**src/rtl/key_shift_pulse_gen_if.sv**
```systemverilog
// Button/pause inputs and move-pulse outputs of the horizontal-move front end.
// The master side drives the keys and pause; the slave side (the pulse generator) drives the pulses.
interface key_shift_pulse_gen_if;
   logic key_left;
   logic key_right;
   logic pause;
   logic left_shift;
   logic right_shift;
   logic key_active;

   modport master (
      output key_left, key_right, pause,
      input  left_shift, right_shift, key_active
   );

   modport slave (
      input  key_left, key_right, pause,
      output left_shift, right_shift, key_active
   );
endinterface

```
**src/rtl/key_shift_pulse_gen.sv**
```systemverilog
// Synchronises, debounces and gates the left/right buttons, then turns each accepted press into fixed-width move pulses.
// Define AUTO_REPEAT_EN to build the hold-to-repeat path (DELAY/REPEAT states and the repeat timer).
module key_shift_pulse_gen #(
   parameter int CLK_PER_MS      = 50000,
   parameter int DEBOUNCE_MS     = 20,
   parameter int REPEAT_DELAY_MS = 300,
   parameter int REPEAT_MS       = 100,
   parameter int PULSE_W         = 4
) (
   input  logic                 clk,
   input  logic                 rst,
   key_shift_pulse_gen_if.slave bus
);
   localparam int PRE_W   = (CLK_PER_MS > 1) ? $clog2(CLK_PER_MS) : 1;
   localparam int DB_W    = $clog2(DEBOUNCE_MS + 1);
   localparam int PW_W    = $clog2(PULSE_W + 1);
`ifdef AUTO_REPEAT_EN
   localparam int TMR_MAX = (REPEAT_DELAY_MS > REPEAT_MS) ? REPEAT_DELAY_MS : REPEAT_MS;
   localparam int TMR_W   = $clog2(TMR_MAX + 1);
`endif

   typedef enum logic [2:0] {
      ST_IDLE,
      ST_FIRE,
      ST_WAIT_REL
`ifdef AUTO_REPEAT_EN
      ,
      ST_DELAY,
      ST_REPEAT
`endif
   } state_t;

   logic [1:0]       key_raw;
   logic [1:0]       sync1_q, sync1_d;
   logic [1:0]       sync2_q, sync2_d;
   logic [PRE_W-1:0] pre_q, pre_d;
   logic             tick;
   logic [1:0]       db_q;
   logic [1:0]       db_next;
   logic             both_db;
   logic             ka_q, ka_d;
   logic [1:0]       shift;

   assign key_raw = {bus.key_right, bus.key_left};

   always_comb begin
      sync1_d = key_raw;
      sync2_d = sync1_q;
      tick    = (pre_q == PRE_W'(CLK_PER_MS - 1));
      pre_d   = tick ? '0 : pre_q + 1'b1;
      both_db = db_next[0] & db_next[1];
      ka_d    = db_next[0] | db_next[1];
   end

   always_ff @(posedge clk or posedge rst) begin
      if (rst) begin
         sync1_q <= '0;
         sync2_q <= '0;
         pre_q   <= '0;
         ka_q    <= 1'b0;
      end else begin
         sync1_q <= sync1_d;
         sync2_q <= sync2_d;
         pre_q   <= pre_d;
         ka_q    <= ka_d;
      end
   end

   // Index 0 is the left key, index 1 the right key.
   for (genvar gi = 0; gi < 2; gi++) begin : g_key
      logic [DB_W-1:0] cnt_q, cnt_d;
      logic            db_d;
      state_t          state_q, state_d;
      logic [PW_W-1:0] pw_q, pw_d;
      logic            launch;
`ifdef AUTO_REPEAT_EN
      logic [TMR_W-1:0] timer_q, timer_d;
`endif

      always_comb begin
         cnt_d = cnt_q;
         db_d  = db_q[gi];
         if (sync2_q[gi] == db_q[gi]) begin
            cnt_d = '0;
         end else if (tick) begin
            if (cnt_q >= DB_W'(DEBOUNCE_MS - 1)) begin
               db_d  = sync2_q[gi];
               cnt_d = '0;
            end else begin
               cnt_d = cnt_q + 1'b1;
            end
         end
      end

      assign db_next[gi] = db_d;

      // Release and blocking conditions override whatever the press is doing.
      always_comb begin
         state_d = state_q;
         launch  = 1'b0;
`ifdef AUTO_REPEAT_EN
         timer_d = timer_q;
`endif
         if (db_q[gi] && !db_d) begin
            state_d = ST_IDLE;
`ifdef AUTO_REPEAT_EN
            timer_d = '0;
`endif
         end else if (bus.pause || both_db) begin
            state_d = db_d ? ST_WAIT_REL : ST_IDLE;
`ifdef AUTO_REPEAT_EN
            timer_d = '0;
`endif
         end else begin
            case (state_q)
               ST_IDLE: begin
                  if (db_d && !db_q[gi]) state_d = ST_FIRE;
               end
               ST_FIRE: begin
                  launch = 1'b1;
`ifdef AUTO_REPEAT_EN
                  timer_d = TMR_W'(REPEAT_DELAY_MS);
                  state_d = ST_DELAY;
`else
                  state_d = ST_WAIT_REL;
`endif
               end
`ifdef AUTO_REPEAT_EN
               ST_DELAY, ST_REPEAT: begin
                  if (tick) begin
                     if (timer_q <= TMR_W'(1)) begin
                        launch  = 1'b1;
                        timer_d = TMR_W'(REPEAT_MS);
                        state_d = ST_REPEAT;
                     end else begin
                        timer_d = timer_q - 1'b1;
                     end
                  end
               end
`endif
               ST_WAIT_REL: begin
                  state_d = ST_WAIT_REL;
               end
               default: begin
                  state_d = ST_IDLE;
               end
            endcase
         end
      end

      // A launch that arrives while a pulse is still high is dropped.
      always_comb begin
         pw_d = pw_q;
         if (pw_q != '0) begin
            pw_d = pw_q - 1'b1;
         end else if (launch) begin
            pw_d = PW_W'(PULSE_W);
         end
      end

      always_ff @(posedge clk or posedge rst) begin
         if (rst) begin
            cnt_q      <= '0;
            db_q[gi]   <= 1'b0;
            state_q    <= ST_IDLE;
            pw_q       <= '0;
`ifdef AUTO_REPEAT_EN
            timer_q    <= '0;
`endif
         end else begin
            cnt_q      <= cnt_d;
            db_q[gi]   <= db_d;
            state_q    <= state_d;
            pw_q       <= pw_d;
`ifdef AUTO_REPEAT_EN
            timer_q    <= timer_d;
`endif
         end
      end

      assign shift[gi] = (pw_q != '0);
   end

   assign bus.left_shift  = shift[0];
   assign bus.right_shift = shift[1];
   assign bus.key_active  = ka_q;
endmodule
```
**src/flat_wrapper.sv**
```systemverilog
// flat-port wrapper written by rule: the top's interface ports become plain ports
module key_shift_pulse_gen_flat 
#(
   parameter int CLK_PER_MS      = 50000,
   parameter int DEBOUNCE_MS     = 20,
   parameter int REPEAT_DELAY_MS = 300,
   parameter int REPEAT_MS       = 100,
   parameter int PULSE_W         = 4
)
  (clk, rst, bus_key_left, bus_key_right, bus_pause, bus_left_shift, bus_right_shift, bus_key_active);
  key_shift_pulse_gen_if bus_i ();
  input  logic clk;
  input  logic rst;
  input wire logic [$bits(bus_i.key_left)-1:0] bus_key_left;
  input wire logic [$bits(bus_i.key_right)-1:0] bus_key_right;
  input wire logic [$bits(bus_i.pause)-1:0] bus_pause;
  output wire logic [$bits(bus_i.left_shift)-1:0] bus_left_shift;
  output wire logic [$bits(bus_i.right_shift)-1:0] bus_right_shift;
  output wire logic [$bits(bus_i.key_active)-1:0] bus_key_active;
  assign bus_i.key_left = bus_key_left;
  assign bus_i.key_right = bus_key_right;
  assign bus_i.pause = bus_pause;
  assign bus_left_shift = bus_i.left_shift;
  assign bus_right_shift = bus_i.right_shift;
  assign bus_key_active = bus_i.key_active;
  key_shift_pulse_gen #(.CLK_PER_MS(CLK_PER_MS), .DEBOUNCE_MS(DEBOUNCE_MS), .REPEAT_DELAY_MS(REPEAT_DELAY_MS), .REPEAT_MS(REPEAT_MS), .PULSE_W(PULSE_W)) u_core (.clk(clk), .rst(rst), .bus(bus_i));
endmodule
```
**config.mk**
```make
export PLATFORM = sky130hd
export DESIGN_NAME = key_shift_pulse_gen_flat
export DESIGN_NICKNAME = d
export VERILOG_FILES = /design/src/rtl/key_shift_pulse_gen_if.sv /design/src/rtl/key_shift_pulse_gen.sv /design/src/flat_wrapper.sv
export SDC_FILE = /design/constraint.sdc
export NUM_CORES = 1
export LEC_CHECK = 0
export ABC_AREA = 0
export CAP_MARGIN = 20
export CORE_ASPECT_RATIO = 0.9
export CORE_MARGIN = 2
export CORE_UTILIZATION = 54
export DETAILED_ROUTE_END_ITERATION = 10
export PLACE_DENSITY_LB_ADDON = 0.2
export SLEW_MARGIN = 20
export SYNTH_ARGS = -nofsm -noshare
export SYNTH_HDL_FRONTEND = slang
export SYNTH_SLANG_ARGS = --single-unit
```
**constraint.sdc**
```tcl
create_clock -name clk -period 2.3 [get_ports clk]
set_input_delay 0.69 -clock clk [delete_from_list [all_inputs] [get_ports clk]]
set_output_delay 0.69 -clock clk [all_outputs]
set_load 0.03 [all_outputs]
```
=== After elaboration in Yosys (flattened, before gate mapping) ===
Cells that the tools add are included.
Widths: inputs -> output; s select.

* Register bits: 45
* Bits of input ports: 5
* Output and inout bits: 3
* Word-level logic and storage cells: 82

* Add/subtract/negate cells: 5
* Magnitude comparators: 2
* Equal/unequal tests: 9
* Mux-type cells: 33
* Bitwise operators: 2
* Reduce and logical (&&, ||, !) cells: 19

{| class="wikitable"
|+ Operator list
! operator !! number
|-
| $mux 3 || 10
|-
| $mux 5 || 6
|-
| $add 16x1->16 const B || 1
|-
| $eq 16x16->1 const B || 1
|-
| $mux 16 || 1
|-
| $mux 1 || 12
|-
| $pmux 3 s2 || 2
|-
| $add 5x1->5 const B || 2
|-
| $ge 5x5->1 const B || 2
|-
| $ne 4x1->1 const B || 2
|-
| $reduce_bool 2->1 || 4
|-
| $eq 3x1->1 const B || 2
|-
| $eq 3x2->1 const B || 2
|-
| $logic_not 3->1 || 2
|-
| $reduce_bool 3->1 || 2
|-
| $sub 3x1->3 const B || 2
|-
| $logic_and 1x1->1 || 4
|-
| $logic_not 1->1 || 4
|-
| $mux 2 || 2
|-
| $reduce_or 2->1 || 2
|-
| $eq 1x1->1 || 2
|-
| $and 1x1->1 || 1
|-
| $logic_or 1x1->1 || 1
|-
| $or 1x1->1 || 1
|}

=== Longest topological paths before layout ===
Gate-level depths: netlist (run 1).

* Word-level depth: 10
* Gate-level depth with buffers: 13
* Mapped depth without buffers: 12

=== Least setup slack after synthesis (run 1) ===
No wires, ideal clock.

* Path type: register -> register
* From: register u_core.g_key[1].cnt_q[0]
* To: register u_core.g_key[1].pw_q[1]
* Library setup time: 129 ps
* Arrival time: 2419 ps
* Required time: 2171 ps
* Setup slack: -249 ps
* Stages on the path, launching flop included: 13
* Path through: dfrtp_1 -> ha_1 -> a2111oi_4 -> or2b_2 -> nor2_2 -> mux2_4 -> inv_2 -> ha_1 -> nand2b_1 -> nor2_1 -> nand3_1 -> o311ai_4 -> o2bb2ai_1

* Cells in the longest elaborated chain, start to end: 9
* Elaborated cells between the ends (all ways): 11
* Classes of those cells: 1 x order compare; 5 x mux; 1 x bitwise; 4 x reduce/logical

{| class="wikitable"
|+ RTL lines
! element !! RTL line !! RTL
|-
| start: declaration || key_shift_pulse_gen.sv:71 || <nowiki>logic [DB_W-1:0] cnt_q, cnt_d;</nowiki>
|-
| start signal: assignment || key_shift_pulse_gen.sv:171 || <nowiki>cnt_q <= cnt_d;</nowiki>
|-
| $ge 5x5->1 (*) || key_shift_pulse_gen.sv:86 || <nowiki>if (cnt_q >= DB_W'(DEBOUNCE_MS - 1)) begin</nowiki>
|-
| $mux 1 (*) || key_shift_pulse_gen.sv:86 ||
|-
| $mux 1 (*) || key_shift_pulse_gen.sv:85 || <nowiki>end else if (tick) begin</nowiki>
|-
| $mux 1 (*) || key_shift_pulse_gen.sv:83 || <nowiki>if (sync2_q[gi] == db_q[gi]) begin</nowiki>
|-
| net u_core.g_key[1].db_d || key_shift_pulse_gen.sv:72 || <nowiki>logic db_d;</nowiki>
|-
| $and 1x1->1 || key_shift_pulse_gen.sv:51 || <nowiki>both_db = db_next[0] & db_next[1];</nowiki>
|-
| $logic_or 1x1->1 || key_shift_pulse_gen.sv:109 || <nowiki>end else if (bus.pause || both_db) begin</nowiki>
|-
| $mux 1 || key_shift_pulse_gen.sv:109 ||
|-
| $mux 1 (*) || key_shift_pulse_gen.sv:104 || <nowiki>if (db_q[gi] && !db_d) begin</nowiki>
|-
| $reduce_bool 2->1 (no source line) (*) || - ||
|-
| end signal: assignment || key_shift_pulse_gen.sv:174 || <nowiki>pw_q <= pw_d;</nowiki>
|-
| end: declaration || key_shift_pulse_gen.sv:74 || <nowiki>logic [PW_W-1:0] pw_q, pw_d;</nowiki>
|}

The timed path passes the listed nets; every way through them passes the cells marked *.
A chain may end at the register's enable or synchronous reset.

=== Final worst setup path (run 1) ===
* From: register u_core.pre_q[13]
* To: register u_core.g_key[1].pw_q[2]

* Cells in the longest elaborated chain, start to end: 8
* Elaborated cells between the ends (all ways): 12
* Classes of those cells: 1 x eq/ne; 6 x mux; 1 x bitwise; 4 x reduce/logical

{| class="wikitable"
|+ RTL lines
! element !! RTL line !! RTL
|-
| start: declaration || key_shift_pulse_gen.sv:36 || <nowiki>logic [PRE_W-1:0] pre_q, pre_d;</nowiki>
|-
| start signal: assignment || key_shift_pulse_gen.sv:64 || <nowiki>pre_q <= pre_d;</nowiki>
|-
| $eq 16x16->1 (*) || key_shift_pulse_gen.sv:49 || <nowiki>tick = (pre_q == PRE_W'(CLK_PER_MS - 1));</nowiki>
|-
| $mux 1 (*) || key_shift_pulse_gen.sv:85 ||
|-
| $mux 1 (*) || key_shift_pulse_gen.sv:83 ||
|-
| net u_core.g_key[1].db_d || key_shift_pulse_gen.sv:72 ||
|-
| $and 1x1->1 || key_shift_pulse_gen.sv:51 ||
|-
| $logic_or 1x1->1 || key_shift_pulse_gen.sv:109 ||
|-
| $mux 1 || key_shift_pulse_gen.sv:109 ||
|-
| $mux 1 (*) || key_shift_pulse_gen.sv:104 ||
|-
| $reduce_bool 2->1 (no source line) (*) || - ||
|}

Marks and branches as above.

==> results.md, run 1 <==
- Outcome: finished clean
- Flop pwr share: 45.3%
- Post-synthesis compound-gate area fraction: approximately 15%
- DR DRC count: 0
- Nets@finish: 263
- Power per cell area: 706.0 nW/um^2
- Gr usage total: 21.53%
- Post-synth EDFFs: 0
- Hold Buf Count CTS: 0
- Height of the chip: approximately 66 um
- Layout area overhead: 21.72%
- Antenna Cells: 0
- DP Wirelength: roughly 3100 um
- Net Sw Power: ~600 uW
- Clock slew at reported path FFs: 0.09 ns
- Total number of vias: 1730
- First-iteration detailed-routing DRC count: 98
- #FFs+latches synth: 43
- Core area: between 4000 and 5000 sq um
- Area fraction in and, or, nand and nor cells after synthesis: 19.32%
- Req. time, crit path: 2.48 ns
- Peak supply drop: roughly 0.42 mV
- Synth top area share: a little under half
- H-Tree Depth: 2
- Routed Antenna Nets: 0
- CP Launch Point: u_core.pre_q[13]
- Area of the multi-input gates: 1232 sq um
- FF-to-FF path depth: 11
- Setup violators final: 0
- Clk sinks: 43
- Boundary pin count: 8
- LEAKAGE: 0.001256 uW
- Main area contributors after synthesis: dfrtp_1, ha_1, xor2_1
- Worst Setup EP: u_core.g_key[1].pw_q[2]
- Number of global-route vias before repair: approximately 1800
- Synth Area in XOR/XNOR: under 10%
- Share of layout cells above drive strength 1: 25.51%
- Synth cell types: 53
- Die X-Extent: 72.77 um
- Max-slew violations: 0
- Syn Nets: 230
- Slew HR: a little over two thirds
- Core Rows: 22
- RR Endpoint: u_core.g_key[1].pw_q[2]
- Initial antenna violation count: 0
- Largest net degree at the start of global routing: 44
- Mux share of post-synthesis cell area: 3.266%
- Crit start category: flop
- Gr ovfl total: 0
- Sequential area share after synthesis: around 47%
- WP data arrival: 2.45 ns
- Reg2reg setup slack: 0.03 ns
- Syn_area_per_cell: 10.79 sq um
- Worst skew pair latency: 0.30 ns
- Clock Skews: 0.007164 ns
- Synth area leader: dfrtp_1
- Reg-to-Reg Start: u_core.pre_q[13]
- Sw Share: 29.92%
- CP Capture Type: flop
- Top FF cell, synth: dfrtp_1
- Placer congestion estimate: 0.7637
- Asr flop ratio synth: between 90% and 100%
- Main combinational cell family by area after synthesis: simple AND/OR/NAND/NOR gates
- Initial core utilization: 56.42%
- Comb pwr share: 24.7%
- CP max FO: 3
- Clk buf depth: 2
- DR vias/cell: just under 6
- Fmax achieved: 440.9 MHz
- Period minus WS final: 2.268 ns
- Mapped Area: 2298 sq um
- Leading cell type in the layout, fill and taps excluded: dfrtp_1
- RSZ-0062 raised after global routing: true
- Max Cap Viol: 0
- Pint: 1384 uW
- Hold Crit Class: flop to flop
- Total CTS buffers: 5
- FF/Latch Area: 1081 sq um
- Yosys warning total: 0
- Synthesized-area fraction occupied by adder cells: 6.532%
- Cell count after synthesis: 213
- Worst Hold Margin: 0.3594 ns
- Most frequent cells in the layout: dfrtp_1, buf_4, nor2_1, nand3_1, inv_1
- First-pass GRT wire length: 7928 um
- Hold Path Origin: u_core.sync1_q[0]
- Clock power share: 30.0%
- Fin util: 68.67%
- IO buf count: 7
- # fillers: 304
- Setup TNS Final: 0 ns
- Die area: around 4800 sq um
- WL/cell: 15.14 um
- CTS tree: done
- CP Class: flop to flop
- Drt total wl: 4467 um
- DR pass1 iterations: 4
- Final Cycle Share: a little over nine tenths
- Root buffer cell: clkbuf_8
- Final hold vios: 0
- Worst-Margin Slew: ~0.45 ns
-- metrics by stage --
| stage | instances | cell area (sq um) | worst slack [ns] | total power (uW) |
|---|---|---|---|---|
| after global placement | 279 | 2600 | 0.05155 | 1348 |
| after CTS | 290 | 2738 | 0.01160 | 1973 |
| final | 295 | 2798 | 0.03176 | 1975 |
| after detailed placement | 279 | 2600 | -0.02689 | 1395 |
| after floorplan | 213 | 2364 | 0.009374 | 1258 |
| after global routing | 295 | 2798 | -0.1004 | 2104 |
-- power by group through the flow --
stage          combinational, uW  clock, uW  sequential, uW
4_1_cts                      477        604             892
2_1_floorplan                364          0             895
3_3_place_gp                 447          0             901
6_report                     488        593             894
5_1_grt                      557        643             904
3_5_place_dp                 489          0             906
-- layer usage --
layer	up-vias	GRT usage [%]	routed length [um]	share of wire [%]
li1	831	-	-	-
met1	863	27.63	2132	48
met2	30	33.75	2172	49
met3	6	5.945	116	2.6
met4	0	9.954	45	1.0
met5	-	0	0	0
-- Yosys cell counts, types with 2 or more instances --
cell type / number
a41o_1: 2
a31oi_1: 2
nand4_2: 2
o2bb2ai_1: 2
xnor2_1: 6
inv_1: 11
nand2_1: 10
inv_2: 2
and3_1: 6
dfrtp_1: 43
nor2_1: 19
clkbuf_1: 3
xor2_1: 9
ha_1: 12
nor4_1: 2
a41oi_1: 3
nand3_1: 12
mux2i_1: 6
o21ai_0: 8
a21oi_1: 10
and2_1: 3
nor3_1: 7
nand3b_1: 3
-- worst min path at each step --
stage	slack (ns)	endpoint	cells after the start
2_1_floorplan	0.33	u_core.sync2_q[0]	0
3_3_place_gp	0.34	u_core.sync2_q[0]	0
3_5_place_dp	0.34	u_core.sync2_q[0]	0
4_1_cts	0.36	u_core.sync2_q[0]	0
5_1_grt	0.38	u_core.sync2_q[1]	0
6_report	0.36	u_core.sync2_q[0]	0
-- final cells by class --
| cell class | instances | share of cell area, % |
|---|---|---|
| Tap cell | 48 | 2.147 |
| Sequential cell | 43 | 38.64 |
| Timing Repair Buffer | 31 | 9.302 |
| Clock buffer | 5 | 2.460 |
| Inverter | 13 | 1.834 |
| Multi-Input combinational cell | 152 | 44.05 |
| Clock inverter | 3 | 1.565 |
-- kinds of logic (layout without fill, tap and decap cells) --
group	count (synthesis)	count (layout)
mux	7	7
flops	43	43
xor+xnor	15	15
fa+ha+maj	12	12
compound gates	41	41
buf+inv	18	52
simple gates	77	77
-- what timing repair did --
item,CTS,global route
gates resized for setup,3,8
endpoints found under the setup margin,6,10
setup buffers,3,5
pin swaps,2,4
endpoints found under the hold margin,0,0
-- worst max-delay path, cell delays in order (launching register included) --
cell and delay [ns]:
dfrtp_1 0.42, nor4b_4 0.37, nand4_4 0.16, nor2_4 0.13
mux2_4 0.33, inv_4 0.07, ha_4 0.13, nand2b_4 0.15
nor2_1 0.04, nand3_1 0.10, o311ai_4 0.13, mux2i_1 0.14
-- flip-flops by register name (all words and copies together), names as in the netlist --
name and cells:
u_core.bus.key_active 1, u_core.g_key.pw_q 6, u_core.db_q 2, u_core.g_key.cnt_q 10, u_core.g_key.state_q 4, u_core.sync1_q 2
u_core.sync2_q 2, u_core.pre_q 16
Note: power is estimated with default switching activity, not from simulation.
==> inputs of run 2 (changes only) <==
--- a/config.mk
+++ b/config.mk
@@ -11,7 +11,8 @@
 export CORE_MARGIN = 2
 export CORE_UTILIZATION = 54
 export DETAILED_ROUTE_END_ITERATION = 10
-export PLACE_DENSITY_LB_ADDON = 0.2
+export HOLD_SLACK_MARGIN = 0.08
+export PLACE_DENSITY = 0.84
 export SLEW_MARGIN = 20
 export SYNTH_ARGS = -nofsm -noshare
 export SYNTH_HDL_FRONTEND = slang
==> results.md, run 2 (synthesized netlist as in run 1, its figures left out) <==
- Outcome: finished clean (unchanged)
- Hold Crit Class: flop to flop (unchanged)
- Initial antenna violation count: 0 (unchanged)
- Root buffer cell: clkbuf_8 (unchanged)
- Finished Cell Area: 2825 sq um (was 2798 sq um)
- Max-slew violations: 0 (unchanged)
- Nets@finish: 267 (was 263)
- WP data arrival: 2.54 ns (was 2.45 ns)
- H-Tree Depth: 2 (unchanged)
- Setup TNS Final: 0 ns (unchanged)
- DP Wirelength: 3132 um (was 3060 um)
- Clock Skews: 0.007593 ns (was 0.007164 ns)
- Core Rows: 22 (unchanged)
- Crit start category: flop (unchanged)
- Final hold vios: 0 (unchanged)
- Placed instance area: 2638 sq um (was 2600 sq um)
- Fmax achieved: 436.8 MHz (was 440.9 MHz)
- Fin util: 69.35% (was 68.67%)
- Total CTS buffers: 5 (unchanged)
- Final Cycle Share: 99.54% (was 98.62%)
- CP max FO: 3 (unchanged)
- Period minus WS final: 2.290 ns (was 2.268 ns)
- Height of the chip: 65.90 um (unchanged)
- Initial core utilization: 56.42% (unchanged)
- Boundary pin count: 8 (unchanged)
- Clk buf depth: 2 (unchanged)
- Antenna Cells: 0 (unchanged)
- CTS tree: done (unchanged)
- Layout area overhead: 22.92% (was 21.72%)
- Clk sinks: 43 (unchanged)
- DR DRC count: 0 (unchanged)
- Worst-Margin Slew: 0.5449 ns (was 0.4461 ns)
- CP Capture Type: flop (unchanged)
- Gr usage total: 21.91% (was 21.53%)
- Req. time, crit path: 2.55 ns (was 2.48 ns)
- Core area: 4074 sq um (unchanged)
- Die area: 4795 sq um (unchanged)
- Share of layout cells above drive strength 1: 25.50% (was 25.51%)
- First-pass GRT wire length: 8031 um (was 7928 um)
- WL/cell: 15.59 um (was 15.14 um)
- Worst skew pair latency: 0.30 ns (about the same)
- Leading cell type in the layout, fill and taps excluded: dfrtp_1 (unchanged)
- Setup violators final: 0 (unchanged)
- Most frequent cells in the layout: dfrtp_1, buf_4, nor2_1, inv_1, nand3_1 (was dfrtp_1, buf_4, nor2_1, nand3_1, inv_1)
- LEAKAGE: 0.001287 uW (was 0.001256 uW)
- Gr ovfl total: 0 (unchanged)
- Clock slew at reported path FFs: 0.08 ns (was 0.09 ns)
- DR vias/cell: 5.799 (was 5.864)
- Regs by FF count: u_core.pre_q: 16 flops, u_core.g_key.cnt_q: 10 flops, u_core.g_key.pw_q: 6 flops (unchanged)
- Number of global-route vias before repair: 1798 (was 1777)
- DR pass1 iterations: 4 (unchanged)
- Placer congestion estimate: 0.7615 (was 0.7637)
- Max reg flops: 16 (unchanged)
- Power per cell area: 694.5 nW/um^2 (was 706.0 nW/um^2)
- First-iteration detailed-routing DRC count: 88 (was 98)
- Drt total wl: 4660 um (was 4467 um)
- Total number of vias: 1734 (was 1730)
- Largest net degree at the start of global routing: 44 (unchanged)
- Most flops, register: u_core.pre_q (unchanged)
- IO buf count: 7 (unchanged)
- Die X-Extent: 72.77 um (unchanged)
- Max Cap Viol: 0 (unchanged)
- RSZ-0062 raised after global routing: true (unchanged)
- Peak supply drop: 0.4562 mV (was 0.4152 mV)
- CP Class: flop to flop (unchanged)
- Slew HR: 63.42% (was 70.04%)
- Routed Antenna Nets: 0 (unchanged)
==> run 2: cell types whose count changed in the layout (fill, tap and decap cells not counted), sizes merged <==
cell | previous run | this run
buf | 24 | 28
==> run 2: cell type report <==
class | instances | area [sq um]
timing repair buffer | 35 | 290.3
tap | 48 | 60.06
clock buffer | 5 | 68.82
inverter | 13 | 51.30
fill | 295 | 1249
multi-input combinational | 152 | 1232
sequential | 43 | 1079
clock inverter | 3 | 43.79
==> run 2: per-layer routing <==
metal,share of wire (%),vias up,global-route usage [%]
met5,0,-,0
met4,1.9,0,8.102
met3,3.3,10,6.555
met2,48,26,35.68
met1,46,860,27.51
li1,-,838,-
==> run 2: path summary, 6_finish.rpt <==
check	from	depth (start not counted)	slack, ns	end
max	u_core.g_key[1].cnt_q[0]	11	0.01	u_core.g_key[1].state_q[1]
min	u_core.sync1_q[0]	0	0.35	u_core.sync2_q[0]
max reg2reg	u_core.g_key[1].cnt_q[0]	11	0.01	u_core.g_key[1].state_q[1]
min reg2reg	u_core.sync1_q[0]	0	0.35	u_core.sync2_q[0]
max in group asynchronous	rst	3	1.34	u_core.g_key[1].cnt_q[1]
min in group asynchronous	rst	3	0.73	u_core.pre_q[7]
==> run 2: timing repair <==
item                                    in CTS  in global routing
setup buffers                                4                  3
pin swaps                                    3                  2
hold buffers                                 0                  0
gates resized for setup                      3                  6
endpoints found under the setup margin       6                  5
==> run 2: per-stage QoR <==
stage / hold slack (ns) / std cells / setup slack [ns] / total power (uW)
3_5_place_dp: 0.3347 / 284 / -0.04440 / 1393
4_1_cts: 0.3552 / 296 / -0.002345 / 1970
3_3_place_gp: 0.3325 / 284 / 0.04266 / 1368
6_report: 0.3523 / 299 / 0.01047 / 1962
2_1_floorplan: 0.3312 / 213 / 0.009374 / 1258
5_1_grt: 0.3652 / 299 / -0.08712 / 2089
==> run 2: power by group <==
part	total, uW	switching [uW]	internal, uW
Clock	592	269	323
Combinational	485	268	216
Sequential	885	50.2	835
Total	1960	588	1370
==> run 2: critical path: stages, from the launching register on <==
cell and delay (ns):
dfrtp_2 0.46, ha_4 0.19, a2111oi_4 0.22, or2b_4 0.21, nor2_4 0.05, mux2_4 0.31
inv_4 0.07, ha_4 0.20, nand2_4 0.06, nand3b_1 0.10, a221oi_2 0.25, a41o_1 0.12
==> inputs of run 3 (changes only) <==
==> constraint.sdc (replaced) <==
create_clock -name clk -period 2.3 [get_ports clk]
set_input_delay 0.69 -clock clk [delete_from_list [all_inputs] [get_ports clk]]
set_output_delay 0.69 -clock clk [all_outputs]
set_load 0.01 [all_outputs]
==> results.md, run 3 (synthesized netlist as in run 1, its figures left out) <==
- Outcome: finished clean (unchanged)
- Fmax achieved: 440.6 MHz (was 436.8 MHz)
- Antenna Cells: 0 (unchanged)
- Initial core utilization: 56.42% (unchanged)
- Final hold vios: 0 (unchanged)
- First-pass GRT wire length: 7728 um (was 8031 um)
- Max Cap Viol: 0 (unchanged)
- Period minus WS final: 2.270 ns (was 2.290 ns)
- Peak supply drop: 0.4092 mV (was 0.4562 mV)
- WP data arrival: 2.50 ns (was 2.54 ns)
- CP Class: flop to flop (unchanged)
- Hold Buf Count CTS: 0 (unchanged)
- Placed instance area: 2630 sq um (was 2638 sq um)
- Nets@finish: 273 (was 267)
- Setup violators final: 0 (unchanged)
- Leading cell type in the layout, fill and taps excluded: dfrtp_1 (unchanged)
- Worst skew pair latency: 0.29 ns (was 0.30 ns)
- Routed Antenna Nets: 0 (unchanged)
- Power per cell area: 656.6 nW/um^2 (was 694.5 nW/um^2)
- DR vias/cell: 5.698 (was 5.799)
- Crit start category: flop (unchanged)
- Finished Cell Area: 2843 sq um (was 2825 sq um)
- IO buf count: 7 (unchanged)
- Core Rows: 22 (unchanged)
- Slew HR: 66.47% (was 63.42%)
- Core area: 4074 sq um (unchanged)
- DR pass1 iterations: 4 (unchanged)
- Clock Skews: 0.005168 ns (was 0.007593 ns)
- Setup WS pre-CTS: -0.03783 ns (was -0.04440 ns)
- Share of layout cells above drive strength 1: 26.85% (was 25.50%)
- Worst-Margin Slew: 0.4994 ns (was 0.5449 ns)
- Root buffer cell: clkbuf_8 (unchanged)
- WL/cell: 14.77 um (was 15.59 um)
- Initial antenna violation count: 0 (unchanged)
- Max-slew violations: 0 (unchanged)
- Total CTS buffers: 5 (unchanged)
- Clk buf depth: 2 (unchanged)
- Most flops, register: u_core.pre_q (unchanged)
- Setup TNS Final: 0 ns (unchanged)
- Req. time, crit path: 2.53 ns (was 2.55 ns)
- DR DRC count: 0 (unchanged)
- Boundary pin count: 8 (unchanged)
- H-Tree Depth: 2 (unchanged)
- Drt total wl: 4504 um (was 4660 um)
- First-iteration detailed-routing DRC count: 146 (was 88)
- CP max FO: 4 (was 3)
- CTS tree: done (unchanged)
- Clock slew at reported path FFs: 0.08 ns (about the same)
- DP Wirelength: 3089 um (was 3132 um)
- Gr usage total: 20.81% (was 21.91%)
- Placer congestion estimate: 0.7602 (was 0.7615)
- Die X-Extent: 72.77 um (unchanged)
- Number of global-route vias before repair: 1690 (was 1798)
- Regs by FF count: u_core.pre_q: 16 flops, u_core.g_key.cnt_q: 10 flops, u_core.g_key.pw_q: 6 flops (unchanged)
- Max reg flops: 16 (unchanged)
- Total number of vias: 1738 (was 1734)
- Final worst setup slack: 0.03040 ns (was 0.01047 ns)
- CP Capture Type: flop (unchanged)
- Clk sinks: 43 (unchanged)
- LEAKAGE: 0.001297 uW (was 0.001287 uW)
- Layout area overhead: 23.68% (was 22.92%)
- Most frequent cells in the layout: dfrtp_1, buf_4, nor2_1, inv_1, nand3_1 (unchanged)
- Gr ovfl total: 0 (unchanged)
- Height of the chip: 65.90 um (unchanged)
- Hold Crit Class: flop to flop (unchanged)
- Final Cycle Share: 98.68% (was 99.54%)
- Largest net degree at the start of global routing: 44 (unchanged)
- RSZ-0062 raised after global routing: true (unchanged)
- Die area: 4795 sq um (unchanged)
[run 3: changes by cell type in the layout (fill, tap and decap cells not counted), sizes merged]
cell and delta:
buf +6, clkbuf +2, clkdlybuf4s50 +2, dlygate4sd2 -2
bufinv -1, clkinv -1
[run 3: area by class of cell]
| class | count | area [sq um] |
|---|---|---|
| Clock buffer | 7 | 76.32 |
| Clock inverter | 1 | 5.005 |
| Fill cell | 291 | 1231 |
| Inverter | 13 | 51.30 |
| Multi-Input combinational cell | 152 | 1234 |
| Sequential cell | 43 | 1079 |
| Tap cell | 48 | 60.06 |
| Timing Repair Buffer | 41 | 337.8 |
[run 3: what timing repair did]
item                                    4_1_cts  5_1_grt
endpoints found under the setup margin        5        7
pin swaps                                     2        2
buffers inserted                              6        8
gates cloned                                  0        0
gates resized for setup                       0        8
[run 3: power breakdown]
part           internal, uW  leakage, uW  total (uW)  switching (uW)
clock network           213    0.0000422         455             242
logic                   266     0.000695         527             261
registers               835     0.000560         884            48.7
total                  1310      0.00130        1870             552
[run 3: per-stage QoR]
stage / util (%) / total power [uW] / cells / hold WS (ns)
finish: 69.78 / 1867 / 305 / 0.3585
global route: 69.78 / 1978 / 305 / 0.3700
CTS: 67.66 / 1838 / 297 / 0.3604
detailed placement: 64.56 / 1355 / 283 / 0.3419
global placement: 64.56 / 1328 / 283 / 0.3320
floorplan: - / 1232 / 213 / 0.3312
[run 3: routing by layer]
| metal | track usage (%) | routed length [um] |
|---|---|---|
| met5 | 0 | 0 |
| met4 | 7.407 | 61 |
| met3 | 4.726 | 128 |
| met2 | 32.50 | 2210 |
| met1 | 28.46 | 2104 |
[run 3: critical path, stage by stage (launching register included)]
cell and delay (ns):
dfrtp_2 0.46, ha_4 0.18, a2111oi_4 0.22, or2b_4 0.20, nor2_4 0.05, mux2_4 0.32
inv_4 0.07, ha_4 0.20, nand2_4 0.06, nand3b_1 0.08, a221oi_2 0.25, a41o_1 0.12
[run 3: worst paths after layout]
| check | start | end | slack [ns] | cells after the start |
|---|---|---|---|---|
| max | u_core.g_key[1].cnt_q[0] | u_core.g_key[1].state_q[1] | 0.03 | 11 |
| min | u_core.sync1_q[1] | u_core.sync2_q[1] | 0.36 | 0 |
| max reg2reg | u_core.g_key[1].cnt_q[0] | u_core.g_key[1].state_q[1] | 0.03 | 11 |
| min reg2reg | u_core.sync1_q[1] | u_core.sync2_q[1] | 0.36 | 0 |
| max in group asynchronous | rst | u_core.g_key[1].cnt_q[0] | 1.32 | 3 |
| min in group asynchronous | rst | u_core.pre_q[6] | 0.76 | 3 |
